File: src/rtl/iobus_master.sv
// PDP-6 IO bus initiator: sequences one DATAO/CONO/DATAI/CONI transfer at a
// time with timed clear/set/read strobes, generates power-on and IO reset,
// and priority-encodes the seven PI request lines.
//
// state | meaning
// PWR   | power-on hold: poweron low, iob_reset high
// RST   | IO bus reset pulse
// IDLE  | ready for a command or a pending reset
// SETUP | ios/iob_out settling before the first strobe
// CLR   | datao_clear / cono_clear high
// GAP   | all strobes low between clear and set
// SET   | datao_set / cono_set high
// READ  | iob_fm_datai / iob_fm_status high, bus sampled on last cycle
// HOLD  | ios/iob_out held after the last strobe
module iobus_master #(
    parameter int SETUP_CYC = 2,
    parameter int CLR_CYC   = 4,
    parameter int GAP_CYC   = 2,
    parameter int SET_CYC   = 4,
    parameter int RD_CYC    = 4,
    parameter int HOLD_CYC  = 2,
    parameter int RST_CYC   = 8,
    parameter int PWR_CYC   = 16   // must be >= 2
) (
    input  logic        clk,
    input  logic        reset,
    input  logic        cmd_valid,
    output logic        cmd_ready,
    input  logic [1:0]  cmd_op,
    input  logic [6:0]  cmd_dev,
    input  logic [35:0] cmd_data,
    output logic        rsp_valid,
    output logic [35:0] rsp_data,
    input  logic        io_reset_req,
    input  logic [6:0]  pi_mask,
    output logic [2:0]  pi_level,
    output logic [6:0]  iobus_ios,
    output logic [35:0] iobus_iob_out,
    input  logic [35:0] iobus_iob_in,
    input  logic [6:0]  iobus_pi_req,
    output logic        iobus_datao_clear,
    output logic        iobus_datao_set,
    output logic        iobus_cono_clear,
    output logic        iobus_cono_set,
    output logic        iobus_iob_fm_datai,
    output logic        iobus_iob_fm_status,
    output logic        iobus_iob_reset,
    output logic        iobus_iob_poweron
);

    typedef enum logic [3:0] {
        S_PWR, S_RST, S_IDLE, S_SETUP, S_CLR, S_GAP, S_SET, S_READ, S_HOLD
    } state_t;

    state_t      state, state_n;
    logic [7:0]  cnt, cnt_n;
    logic [1:0]  op;
    logic        pend;
    logic        accept, clear_io, sample, pend_clr, last;
    logic [6:0]  pi_sync1, pi_sync2, pi_masked;

    // Next-state and counter reload; a timed state ends on the cycle its
    // counter reads 1. PWR leaves reset with the counter at 0, so its first
    // cycle loads PWR_CYC-1 to make the total exactly PWR_CYC.
    always_comb begin
        state_n  = state;
        cnt_n    = (cnt == 8'd0) ? 8'd0 : cnt - 8'd1;
        accept   = 1'b0;
        clear_io = 1'b0;
        sample   = 1'b0;
        pend_clr = 1'b0;
        last     = (cnt == 8'd1);
        case (state)
            S_PWR: begin
                if (cnt == 8'd0) begin
                    cnt_n = 8'(PWR_CYC - 1);
                end else if (last) begin
                    state_n  = S_RST;
                    cnt_n    = 8'(RST_CYC);
                    pend_clr = 1'b1;
                end
            end
            S_RST: if (last) state_n = S_IDLE;
            S_IDLE: begin
                if (pend) begin
                    state_n  = S_RST;
                    cnt_n    = 8'(RST_CYC);
                    pend_clr = 1'b1;
                end else if (cmd_valid) begin
                    accept  = 1'b1;
                    state_n = S_SETUP;
                    cnt_n   = 8'(SETUP_CYC);
                end
            end
            S_SETUP: begin
                if (last) begin
                    state_n = op[1] ? S_READ : S_CLR;
                    cnt_n   = op[1] ? 8'(RD_CYC) : 8'(CLR_CYC);
                end
            end
            S_CLR: begin
                if (last) begin
                    state_n = S_GAP;
                    cnt_n   = 8'(GAP_CYC);
                end
            end
            S_GAP: begin
                if (last) begin
                    state_n = S_SET;
                    cnt_n   = 8'(SET_CYC);
                end
            end
            S_SET, S_READ: begin
                if (last) begin
                    sample  = (state == S_READ);
                    state_n = S_HOLD;
                    cnt_n   = 8'(HOLD_CYC);
                end
            end
            S_HOLD: begin
                if (last) begin
                    clear_io = 1'b1;
                    if (pend) begin
                        state_n  = S_RST;
                        cnt_n    = 8'(RST_CYC);
                        pend_clr = 1'b1;
                    end else begin
                        state_n = S_IDLE;
                    end
                end
            end
            default: begin
                state_n = S_PWR;
                cnt_n   = 8'd0;
            end
        endcase
    end

    // State, counter and the sticky reset request (not re-armed during RST).
    always_ff @(posedge clk or negedge reset) begin
        if (!reset) begin
            state <= S_PWR;
            cnt   <= 8'd0;
            pend  <= 1'b0;
        end else begin
            state <= state_n;
            cnt   <= cnt_n;
            if (pend_clr)
                pend <= 1'b0;
            else if (io_reset_req && state != S_RST)
                pend <= 1'b1;
        end
    end

    // Command latch: op, device select and output word held for the transfer.
    always_ff @(posedge clk or negedge reset) begin
        if (!reset) begin
            op            <= 2'd0;
            iobus_ios     <= 7'd0;
            iobus_iob_out <= 36'd0;
        end else if (accept) begin
            op            <= cmd_op;
            iobus_ios     <= cmd_dev;
            iobus_iob_out <= cmd_data;
        end else if (clear_io) begin
            iobus_ios     <= 7'd0;
            iobus_iob_out <= 36'd0;
        end
    end

    // Read capture on the last READ cycle; rsp_data holds until the next read.
    always_ff @(posedge clk or negedge reset) begin
        if (!reset) begin
            rsp_valid <= 1'b0;
            rsp_data  <= 36'd0;
        end else begin
            rsp_valid <= sample;
            if (sample)
                rsp_data <= iobus_iob_in;
        end
    end

    // Two-flop synchronizer for the asynchronous PI request lines.
    always_ff @(posedge clk or negedge reset) begin
        if (!reset) begin
            pi_sync1 <= 7'd0;
            pi_sync2 <= 7'd0;
        end else begin
            pi_sync1 <= iobus_pi_req;
            pi_sync2 <= pi_sync1;
        end
    end

    // Priority encode: bit 6 is channel 1 (highest priority), bit 0 channel 7.
    always_comb begin
        pi_masked = pi_sync2 & pi_mask;
        pi_level  = 3'd0;
        for (int k = 7; k >= 1; k--) begin
            if (pi_masked[7 - k])
                pi_level = 3'(k);
        end
    end

    // Strobes decode directly from registered state so they drop with reset.
    always_comb begin
        cmd_ready           = (state == S_IDLE) && !pend;
        iobus_datao_clear   = (state == S_CLR)  && (op == 2'd0);
        iobus_cono_clear    = (state == S_CLR)  && (op == 2'd1);
        iobus_datao_set     = (state == S_SET)  && (op == 2'd0);
        iobus_cono_set      = (state == S_SET)  && (op == 2'd1);
        iobus_iob_fm_datai  = (state == S_READ) && (op == 2'd2);
        iobus_iob_fm_status = (state == S_READ) && (op == 2'd3);
        iobus_iob_reset     = (state == S_PWR)  || (state == S_RST);
        iobus_iob_poweron   = (state != S_PWR);
    end

endmodule

File: config.mk
export PLATFORM = sky130hd
export DESIGN_NAME = iobus_master
export DESIGN_NICKNAME = d
export VERILOG_FILES = /design/src/rtl/iobus_master.sv
export SDC_FILE = /design/constraint.sdc
export NUM_CORES = 1
export LEC_CHECK = 0
export ABC_AREA = 1
export CORE_AREA = 2 2 108 110
export CTS_CLUSTER_DIAMETER = 60
export DETAILED_ROUTE_END_ITERATION = 12
export DIE_AREA = 0 0 110 112
export MAX_ROUTING_LAYER = met4
export PLACE_DENSITY = 0.8
export SYNTH_ARGS = -nofsm -noshare
export SYNTH_HDL_FRONTEND = slang
export SYNTH_SLANG_ARGS = --single-unit
File: constraint.sdc
create_clock -name clk -period 2 [get_ports clk]
set_clock_uncertainty 0.2 [all_clocks]
set_input_delay 0.4 -clock clk [delete_from_list [all_inputs] [get_ports clk]]
set_output_delay 0.4 -clock clk [all_outputs]
set_load 0.005 [all_outputs]
==> flow_summary.ini, run 1 <==
[critical_path]
cp.required_ps = 1400
critPathCaptureType = output pin
crit_path_start_kind = flip-flop
crit_end = iobus_datao_clear
reg2reg_from = state[3]
path_class = reg -> out
arrival_ps = 1520
crit_fanout = 3
r2r_end = op[0]
rr_worst_depth = 11
startpoint = state[3]
reg2reg_slack_ps = 50

[sta]
layout_setup_ws_ps = -118
fmax_mhz = 472
rsz0062_at_grt = true
final-setup-viol-count = 9
drv_slew = 0
hold_violations = 0
min_period_ps = 2120
period_share = 1.06
worst_pin_slew_ps = 562
max-slew-margin-rel = 0.625

[global_routing]
grt_usage = 0.242
gr-total-overflow = 0
first_global_vias = 4780
grt_max_degree = 110
antenna_found_initial = 0
grt_pass1_wl_mm = 22.5

[logic_synthesis]
ys.flop_type = dfrtp_1
synth_top_family_by_area = simple AND/OR/NAND/NOR gates
syn_inst = 571
synth.distinct_cells = 25
synthAdderAreaFrac = 0.00779
synth_compound_gate_area_share = 0.0260
ys_seq_elements = 109
synth_nets = 673
synthArstFlopShare = 1.00
syn_area_mm2 = 0.00482
synthSimpleGateAreaFrac = 0.337
synth_xor_area_frac = 0.00182
synth_mux_area_frac = 0
ys_seq_area_frac = 0.566
yosysWarnings = 0
avgSynthCellArea_um2 = 8.44
synth_edf_count = 0

[die]
rows = 39
io_pins = 191
initial_core_util = 0.431
die_y_um = 112
die_area_mm2 = 0.0123
coreArea_mm2 = 0.0112
die_x_um = 110

[pwr]
power_mw = 9.77
leakage_nw = 3.70
ir_drop_mv = 0.642
share_seq_of_total_power = 0.352
power.switching_mw = 3.30
switching_share = 0.338
intPower_mw = 6.47
clkPwrFrac = 0.197
power_frac_comb = 0.451
powerDensity_mw_per_mm2 = 1280

[placed_design]
portBuffers = 190
dpl.hpwl_mm = 10.3
gp_congestion = 0.858
pre_cts_ws_ps = -392

[cts]
clock_sink_count = 109
cts_root_buf = clkbuf_16
insertion_delay_ps = 350
cts_tree = done
numCtsBuffers = 9
cts_buffer_depth = 2
htree_levels = 3
cts.clk_slew.worst_paths_ps = 70

[detailed_routing]
drt_iter0_drc = 264
dr.pass1.iters = 4
drt_wl_total_mm = 14.4
drc_errors = 0
postRouteAntennaNets = 0
vias = 4685
post_drt_via_cell_ratio = 4.91
wl_per_cell_um = 15.1

[run_status]
outcome = finished with violations
violations = negative setup slack

[layout]
n_antenna_cell = 0
synthToLayoutAreaGrowth_pct = 58.9
layout.nets = 909
drive_gt1_frac = 0.164

[hold_path]
hold_start = pi_sync1[1]
min_path_type = reg -> reg

[run]
max_cap_viol_count = 0
-- cells in the final DEF (no fill, tap or decap), types with 2 or more instances in the layout --
cell	instances
o21ai_0	8
bufinv_16	2
inv_2	6
nor3_1	5
nand3_1	97
nor2_1	25
buf_4	48
buf_12	4
or2_2	2
buf_2	9
clkinv_2	2
nand4_1	6
a21oi_1	8
nor3_2	6
inv_1	26
ha_1	3
nand2_4	2
nand2_1	206
dlymetal6s2s_1	3
nor2_4	9
o21ai_1	5
clkbuf_16	9
clkdlybuf4s50_1	173
nor2_2	6
dfrtp_1	108
nand2_2	11
buf_6	10
-- repair_timing --
action	in CTS	in global routing
gates resized for setup	69	30
pin swaps	11	10
setup buffers	12	10
hold buffers	1	0
endpoints found under the hold margin	109	0
setup endpoints to repair	12	45
-- power groups by stage --
stage / clock (mW) / combinational [mW] / sequential (mW)
global route: 2.05 / 4.87 / 3.52
CTS: 1.96 / 4.28 / 3.42
finish: 1.92 / 4.41 / 3.44
detailed placement: 0 / 4.10 / 3.43
floorplan: 0 / 1.73 / 3.44
global placement: 0 / 4.03 / 3.40
-- worst min-delay path by stage --
stage | slack [ps] | depth (start not counted) | endpoint
after global placement | 130 | 0 | pi_sync2[6]
after detailed placement | 140 | 0 | pi_sync2[1]
final | 150 | 0 | pi_sync2[1]
after global routing | 160 | 0 | pi_sync2[2]
after CTS | 150 | 0 | pi_sync2[1]
after floorplan | -100 | 0 | cnt[0]
-- synthesized netlist by cell type (2+ instances only) --
cell type,number,area share
nor3_1,11,0.011
nand2_2,2,0.0026
nor2_2,8,0.010
inv_2,5,0.0039
nor2_4,3,0.0070
buf_6,7,0.016
nand2_1,216,0.17
ha_1,3,0.0078
clkbuf_1,8,0.0062
dfrtp_1,109,0.57
buf_4,5,0.0078
nand4_1,6,0.0078
nand3_1,98,0.10
o21ai_0,10,0.010
or2_2,2,0.0026
buf_2,5,0.0052
nor2_1,29,0.023
o21ai_1,3,0.0031
inv_1,27,0.021
a21oi_1,9,0.0093
-- state kept, by name, indices dropped and copies added (netlist names) --
signal         count
cnt                8
iobus_iob_out     36
iobus_ios          7
op                 2
pend               1
pi_sync1           7
pi_sync2           7
rsp_data          36
rsp_valid          1
state              4
-- stage by stage --
step	cells	area, um2	TNS (ps)	utilization	hold slack [ps]
6_report	954	7660	-623	0.685	150
5_1_grt	954	7660	-1580	0.685	157
4_1_cts	944	7490	-307	0.670	151
3_5_place_dp	916	7050	-1800	0.631	136
3_3_place_gp	916	7050	-1570	0.631	132
2_1_floorplan	571	4820	0	-	-95.6
-- metal layers --
layer | track usage | routed length (um) | vias to the layer above
met1 | 0.283 | 5860 | 2200
met4 | 0.0920 | 334 | 0
met2 | 0.393 | 7120 | 158
li1 | - | - | 2296
met3 | 0.0656 | 1070 | 31
met5 | - | 0 | -
-- cell families (layout without fill, tap and decap cells) --
group	count (synthesis)	in the layout
DFF	109	109
AOI/OAI and AO/OA	24	24
adders and majority gates	3	3
and+or+nand+nor	376	376
xor gates and xnor gates	1	1
buffers and inverters	58	298
-- final cells by class --
class | count | area [um2]
clock buffer | 10 | 239
clock inverter | 5 | 82.6
fill | 838 | 3520
inverter | 33 | 125
multi-input combinational | 404 | 1900
sequential | 109 | 2730
tap | 143 | 179
timing repair buffer | 250 | 2400
-- critical path, stage by stage (launching register included) --
cell and delay (ps):
dfrtp_1 410, nor2_4 160, buf_6 120, nand2_4 50, buf_6 110, nor3_2 160, buf_2 150
No activity file was read; power rests on OpenSTA's default activity.
==> run 2, diff against run 1 <==
- PLACE_DENSITY: 0.8 -> 0.82
==> run 2 against run 1 <==
  * The flow still finishes with violations (negative setup slack)
  * Non-clock buffer count decreased by 14
  * Sequential power about the same
  * Via count grew 2.7%
  * Power shrank 4.0%
  * Hold slack better by 3.1 ps
  * Sequential share of layout area is 0.70 points higher
  * Core utilization decreased by 1.3 points
  * Critical path depth is 3 higher
  * Critical path type unchanged
==> flow_summary.ini, run 2 (synthesized netlist as in run 1, its figures left out) <==
[global_routing]
gr-total-overflow = 0
antenna_found_initial = 0
grt_pass1_wl_mm = 23.6
first_global_vias = 4975
grt_max_degree = 67
grt_usage = 0.252

[layout]
layout_commonest_cell = nand2_1
multi_input_area_mm2 = 0.00191
fill_cells = 842
n_antenna_cell = 0
fin_cells = 940
final_util = 0.673
drive_gt1_frac = 0.146
regArea_mm2 = 0.00273
layout.nets = 895
final_cell_mix = nand2_1 (208), clkdlybuf4s50_1 (174), dfrtp_1 (106), nand3_1 (98), buf_4 (35)
top_regs = iobus_iob_out (36), rsp_data (36), cnt (8)
synthToLayoutAreaGrowth_pct = 56.0

[detailed_routing]
drt_wl_total_mm = 14.7
postRouteAntennaNets = 0
vias = 4811
drt_iter0_drc = 452
post_drt_via_cell_ratio = 5.12
wl_per_cell_um = 15.6
dr.pass1.iters = 6
drc_errors = 0

[die]
die_x_um = 110
rows = 39
die_y_um = 112
io_pins = 191
die_area_mm2 = 0.0123
coreArea_mm2 = 0.0112
initial_core_util = 0.431

[sta]
drv_slew = 0
finalSetupTns_ps = -684
worst_pin_slew_ps = 404
layout_setup_ws_ps = -196
final-setup-viol-count = 7
max-slew-margin-rel = 0.728
period_share = 1.10
rsz0062_at_grt = true
fmax_mhz = 455
min_period_ps = 2200
hold_violations = 0

[critical_path]
path_cells = nor2_4 > inv_2 > nor2_2 > inv_2 > nor2_4 > inv_2 > nor3_4 > buf_6 > buf_6
cp.required_ps = 1400
crit_fanout = 2
rr_worst_depth = 10
arrival_ps = 1600
max_stage_delay_ps = 410
crit_top_cell = inv_2
path_class = reg -> out
crit_path_start_kind = flip-flop
critPathCaptureType = output pin
slowest_stage = dfrtp_1

[cts]
htree_levels = 3
insertion_delay_ps = 350
clock_sink_count = 109
cts.clk_slew.worst_paths_ps = 70
cts_buffer_depth = 2
cts_tree = done
cts_root_buf = clkbuf_16
numCtsBuffers = 9

[pwr]
clkPwrFrac = 0.179
ir_drop_mv = 0.734
switching_share = 0.353
power_frac_comb = 0.454
power_mw = 9.38
power.switching_mw = 3.31
intPower_mw = 6.06
share_seq_of_total_power = 0.367
powerDensity_mw_per_mm2 = 1250
leakage_nw = 3.60

[run]
max_cap_viol_count = 0

[placed_design]
dp.cells = 919
pre_cts_ws_ps = -372
dpl.hpwl_mm = 10.6
gp_congestion = 0.962
portBuffers = 190

[run_status]
violations = negative setup slack
outcome = finished with violations

[hold_path]
min_path_cells = 0
min_path_type = reg -> reg
## run 2: changes by cell type in the layout (fill, tap and decap cells not counted), moves of 3 or more
cell / delta
nor2_4: -3
nand2_2: -3
nor3_4: +3
buf_4: -13
nor3_2: -3
buf_2: -3
## run 2: final timing paths
kind	slack, ps	to	start
setup / recovery	-200	iobus_iob_fm_datai	state[3]
hold / removal	150	pi_sync2[2]	pi_sync1[2]
setup reg to reg	40	iobus_iob_out[14]	state[3]
hold reg to reg	150	pi_sync2[2]	pi_sync1[2]
max in group asynchronous	890	iobus_iob_out[7]	reset
min in group asynchronous	380	rsp_data[10]	reset
## run 2: area by class of cell
class / instances / share of cell area
Sequential cell: 109 / 0.363
Tap cell: 143 / 0.0238
Timing Repair Buffer: 236 / 0.306
Multi-Input combinational cell: 404 / 0.254
Clock inverter: 6 / 0.00649
Clock buffer: 9 / 0.0300
Inverter: 33 / 0.0166
## run 2: power groups by stage
stage	combinational (mW)	sequential [mW]	clock, mW
final	4.26	3.45	1.67
after global routing	4.73	3.53	1.80
after CTS	4.16	3.41	1.71
after detailed placement	4.07	3.44	0
after global placement	3.94	3.40	0
after floorplan	1.73	3.44	0
## run 2: metrics by stage
step	hold WS, ps	cell area (um2)
floorplan	-95.6	4820
global placement	134	7080
detailed placement	137	7080
CTS	154	7420
global route	158	7520
finish	153	7520
## run 2: routing by layer
layer / wire (um) / share of wire / vias to the layer above / GRT usage
met1: 5680 / 0.39 / 2310 / 0.294
met5: 0 / 0 / - / -
li1: - / - / 2264 / -
met4: 316 / 0.022 / 0 / 0.0827
met3: 1130 / 0.077 / 27 / 0.0744
met2: 7530 / 0.51 / 210 / 0.412
## run 2: critical path: cells and delay by family, from the launching register on
family,cells,cell delay [ps]
buffers and inverters,5,380
and+or+nand+nor,4,460
DFF,1,410
## run 2: what timing repair did
item	4_1_cts	5_1_grt
setup buffers	6	1
endpoints found under the hold margin	109	0
gates resized for setup	50	40
hold buffers	1	0
pin swaps	15	10
endpoints found under the setup margin	53	104
